===== src/rtl/handoff_sequencer.sv =====
// handoff_sequencer: two-player turn/handoff game sequencer counting completed rounds.
// Define HANDOFF_TIMEOUT_EN to add the forced-handoff turn timer and timeout_pulse.
module handoff_sequencer #(
    parameter int TURN_CYCLES = 100,
    parameter int MAX_ROUNDS  = 8
) (
    input  logic       clk,
    input  logic       reset,
    input  logic       start,
    input  logic       p1_btn,
    input  logic       p2_btn,
    output logic [3:0] state,
    output logic       p1handed,
    output logic       p2handed,
    output logic [3:0] round,
    output logic       busy,
    output logic       timeout_pulse
);
    typedef enum logic [3:0] {
        IDLE    = 4'd0,
        P1_TURN = 4'd1,
        P1_HAND = 4'd2,
        P2_TURN = 4'd3,
        P2_HAND = 4'd4,
        DONE    = 4'd5
    } state_t;

    localparam logic [3:0] LAST_ROUND = 4'(MAX_ROUNDS);

    state_t     cur, nxt;
    logic [3:0] round_nxt;
    logic       p1_q, p2_q, p1_press, p2_press, expired;

    // Only a fresh rising edge counts, so a button held across a handoff is ignored.
    assign p1_press = p1_btn & ~p1_q;
    assign p2_press = p2_btn & ~p2_q;

    assign state    = cur;
    assign p1handed = cur == P1_HAND;
    assign p2handed = cur == P2_HAND;
    assign busy     = cur != IDLE && cur != DONE;

    always_ff @(posedge clk) begin
        if (reset) begin
            cur   <= IDLE;
            round <= '0;
            p1_q  <= 1'b0;
            p2_q  <= 1'b0;
        end else begin
            cur   <= nxt;
            round <= round_nxt;
            p1_q  <= p1_btn;
            p2_q  <= p2_btn;
        end
    end

    always_comb begin
        nxt       = cur;
        round_nxt = round;
        case (cur)
            IDLE, DONE: begin
                nxt       = start ? P1_TURN : cur;
                round_nxt = start ? 4'd0 : round;
            end
            P1_TURN: nxt = (p1_press || expired) ? P1_HAND : P1_TURN;
            P1_HAND: nxt = P2_TURN;
            P2_TURN: nxt = (p2_press || expired) ? P2_HAND : P2_TURN;
            P2_HAND: begin
                round_nxt = round + 4'd1;
                nxt       = (round_nxt == LAST_ROUND) ? DONE : P1_TURN;
            end
            default: begin
                nxt       = IDLE;
                round_nxt = '0;
            end
        endcase
    end

`ifdef HANDOFF_TIMEOUT_EN
    localparam logic [15:0] TIMER_LAST = 16'(TURN_CYCLES - 1);
    logic [15:0] timer;

    assign expired = timer == TIMER_LAST;

    // Timer restarts from zero whenever a turn state is (re)entered.
    always_ff @(posedge clk) begin
        if (reset) begin
            timer         <= '0;
            timeout_pulse <= 1'b0;
        end else begin
            timer         <= ((cur == P1_TURN || cur == P2_TURN) && nxt == cur) ? timer + 16'd1 : 16'd0;
            timeout_pulse <= expired && ((cur == P1_TURN && !p1_press) || (cur == P2_TURN && !p2_press));
        end
    end
`else
    assign expired       = 1'b0;
    assign timeout_pulse = 1'b0;
`endif

endmodule


===== config.mk =====
export PLATFORM = sky130hd
export DESIGN_NAME = handoff_sequencer
export DESIGN_NICKNAME = d
export VERILOG_FILES = /design/src/rtl/handoff_sequencer.sv
export SDC_FILE = /design/constraint.sdc
export NUM_CORES = 1
export LEC_CHECK = 0
export BUFFER_PORTS_ARGS = -buffer_cell sky130_fd_sc_hd__buf_2
export CORE_AREA = 2 2 39 41
export DETAILED_ROUTE_END_ITERATION = 7
export DIE_AREA = 0 0 41 43
export PLACE_DENSITY = 0.73
export SLEW_MARGIN = 20
export SYNTH_ARGS = -nofsm -noshare
export SYNTH_HDL_FRONTEND = slang
export SYNTH_SLANG_ARGS = --single-unit

===== constraint.sdc =====
create_clock -name clk -period 2.4 [get_ports clk]
set_input_delay 0.36 -clock clk [delete_from_list [all_inputs] [get_ports clk]]
set_output_delay 0.36 -clock clk [all_outputs]
set_load 0.01 [all_outputs]

==> out/qor.csv <==
stage,metric,value,unit
routing,vias_per_cell,5.124,
routing,first_pass_iters,2,
clock_tree,clk_latency,0.26,ns
clock_tree,cts_resized,0,
worst_hold_path,min_path_cells,2,
clock_tree,cts_buffers,3,
synth,netlist_instances,60,
timing,finalCritPeriodShare,74.40,%
timing,period_needed,1.786,ns
synth,yosysTopAreaCell,dfxtp_1,
timing,setup_viol_count_final,0,
clock_tree,hold_buffers,0,
worst_setup_path,crit_type,flop to output pin,
routing,route.detailed.drc,0,
clock_tree,cts_tree,yes,
synth,ys_ff_latch,9,
status,outcome,completed,
synth,synth_top_area_share,33.41,%
place,pre_cts_slack,0.9147,ns
final_layout,nNetsFinal,81,
worst_setup_path,cp.arrival,1.43,ns
die,rows,14,
routing,postRouteAntennaNets,0,
final_layout,final_layout_size_suffix_gt1_share,28.77,%
clock_tree,clkTransAtPathRegs,0.06,ns
worst_hold_path,min-delay-start,p2_btn,
synth,syn-mean-instance-area,8.988,sq um
clock_tree,cts_htree_levels,1,
worst_setup_path,rrSetupSlack,0.95,ns
worst_setup_path,critPathLaunchType,flop,
die,core,1384,sq um
timing,hold_viol,0,
die,die_height,43,um
worst_setup_path,reg2regPathDepth,3,
worst_setup_path,worstReg2RegEnd,round[3],
timing,whs,0.3294,ns
grt,grt_pass1_wl,1552,um
grt,grt_overflow_total,0,
timing,setup_tns,0,ns
worst_setup_path,cp_max_fo,13,
die,start_util,38.97,%
die,die_w,41,um
final_layout,area_growth,13.69,%
place,place_area,586.8,sq um
final_layout,finalInstanceArea,613.1,sq um
place,port_buffers,14,
routing,drt_iter0_drc,2,
worst_setup_path,r2r-start,state[2],
power,powerDensity,527.8,nW/um^2
place,routabilityCongestion,0.6909,
clock_tree,cts_buffer_depth,2,
timing,drv_slew,0,
timing,rsz0062_at_grt,false,
synth,yosysUniqueCellTypes,30,
worst_setup_path,end_kind,output pin,
run,cap_viol_max_count,0,
power,peakVddDrop,312.9,uV
timing,max_freq,560.0,MHz
synth,ys_warn_count,0,
routing,vias,456,
power,leakage,0.0002414,uW
die,dieArea,1763,sq um
clock_tree,clkSinkCount,9,
synth,ys_top_cells_by_area,"dfxtp_1 33%, a21oi_1 5.6%, xnor2_1 4.9%",
routing,routedWlPerCell,11.47,um
clock_tree,cts_root_buffer,clkbuf_4,
timing,skew,0.007660,ns
worst_setup_path,required,2.04,ns
grt,grt_antenna_before_repair,0,
clock_tree,cts_setup_buffers,0,
synth,yosysSeqAreaShare,33.41,%
timing,setup_ws,0.6144,ns
grt,grt_max_degree,14,
final_layout,n_antenna_cell,0,
routing,wirelength,1021,um
grt,grtUsageTotal,13.27,%
worst_hold_path,hold_end,p2_q,
place,hpwl,749.7,um
worst_hold_path,hold_class,primary input to flop,
grt,grt_pass1_vias,361,
synth,synth_area,539.3,sq um
die,io_pins,17,
## power by group
| part | switching [uW] | total, uW | internal, uW |
|---|---|---|---|
| clock network | 52.9 | 117 | 64.1 |
| registers | 11.1 | 166 | 155 |
| logic | 22.7 | 40.9 | 18.2 |
| total | 86.8 | 324 | 237 |
## critical path, cell delays in order (launching register included)
cell and delay [ns]:
dfxtp_1 0.54, nor3b_4 0.42, buf_2 0.20
## per-layer routing
metal	vias to the layer above	share of wire [%]	GRT usage, %
met3	2	5.9	4.712
li1	240	-	-
met5	-	0	0
met4	0	1.2	10.00
met2	13	44	16.88
met1	201	49	17.42
## state kept, by name, summed over array words and instances, names as in the netlist
| name | flops |
|---|---|
| state | 3 |
| round | 4 |
| p2_q | 1 |
| p1_q | 1 |
## placed cells by master (no fill, tap or decap), drive strengths merged, types with 2 or more instances in the layout
master and count:
a21oi 6, a311oi 2, buf 14, clkbuf 4
conb 2, dfxtp 9, ha 2, nand2 4
nand3 2, nand3b 2, nor2 2, nor2b 4
nor3b 2, nor4b 2, o21ai 4, xnor2 3
## worst max path at each step
stage               startpoint       end  slack (ns)  cells after the start
finish                state[2]  p2handed        0.61                      2
global route          state[2]  p2handed        0.50                      2
CTS                   state[2]  p2handed        0.61                      2
detailed placement    state[2]  p2handed        0.91                      2
global placement      state[2]  p2handed        0.94                      2
floorplan             state[0]  round[3]        1.10                      4
## logic make-up (layout without fill, tap and decap cells)
group           after synthesis  after routing  synth area share [%]
fa+ha+maj                     2              2                 4.640
buf+inv                       7             19                 9.277
xor+xnor                      3              3                 4.873
compound gates               16             16                 21.12
flops                         9              9                 33.41
simple gates                 22             22                 25.99
other cells                   1              2                0.6954
## layout make-up
type / count / area [sq um]
Inverter: 1 / 3.754
Sequential cell: 9 / 180.2
Fill cell: 147 / 770.7
Clock buffer: 4 / 26.28
Tap cell: 16 / 20.02
Multi-Input combinational cell: 45 / 312.8
Timing Repair Buffer: 14 / 70.07
## cells in the mapped netlist, drive strengths merged
cell type  n
nor4b      2
nor4       1
o211ai     1
a32oi      1
nor3       1
nand4      1
nor2       2
dfxtp      9
clkbuf     1
nor3b      2
buf        5
nor2b      4
nand2b     1
a311oi     2
o21ai      4
ha         2
a211oi     1
nand3b     2
conb       1
a41oi      1
xnor2      3
nand3      2
a21oi      6
inv        1
nand2      4
## stage by stage
step	util, %	std cells	total power [uW]
CTS	44.30	89	328.9
floorplan	-	61	203.4
finish	44.30	89	323.6
global route	44.30	89	343.2
global placement	42.41	85	209.4
detailed placement	42.41	85	209.9
No activity file was read; power rests on OpenSTA's default activity.
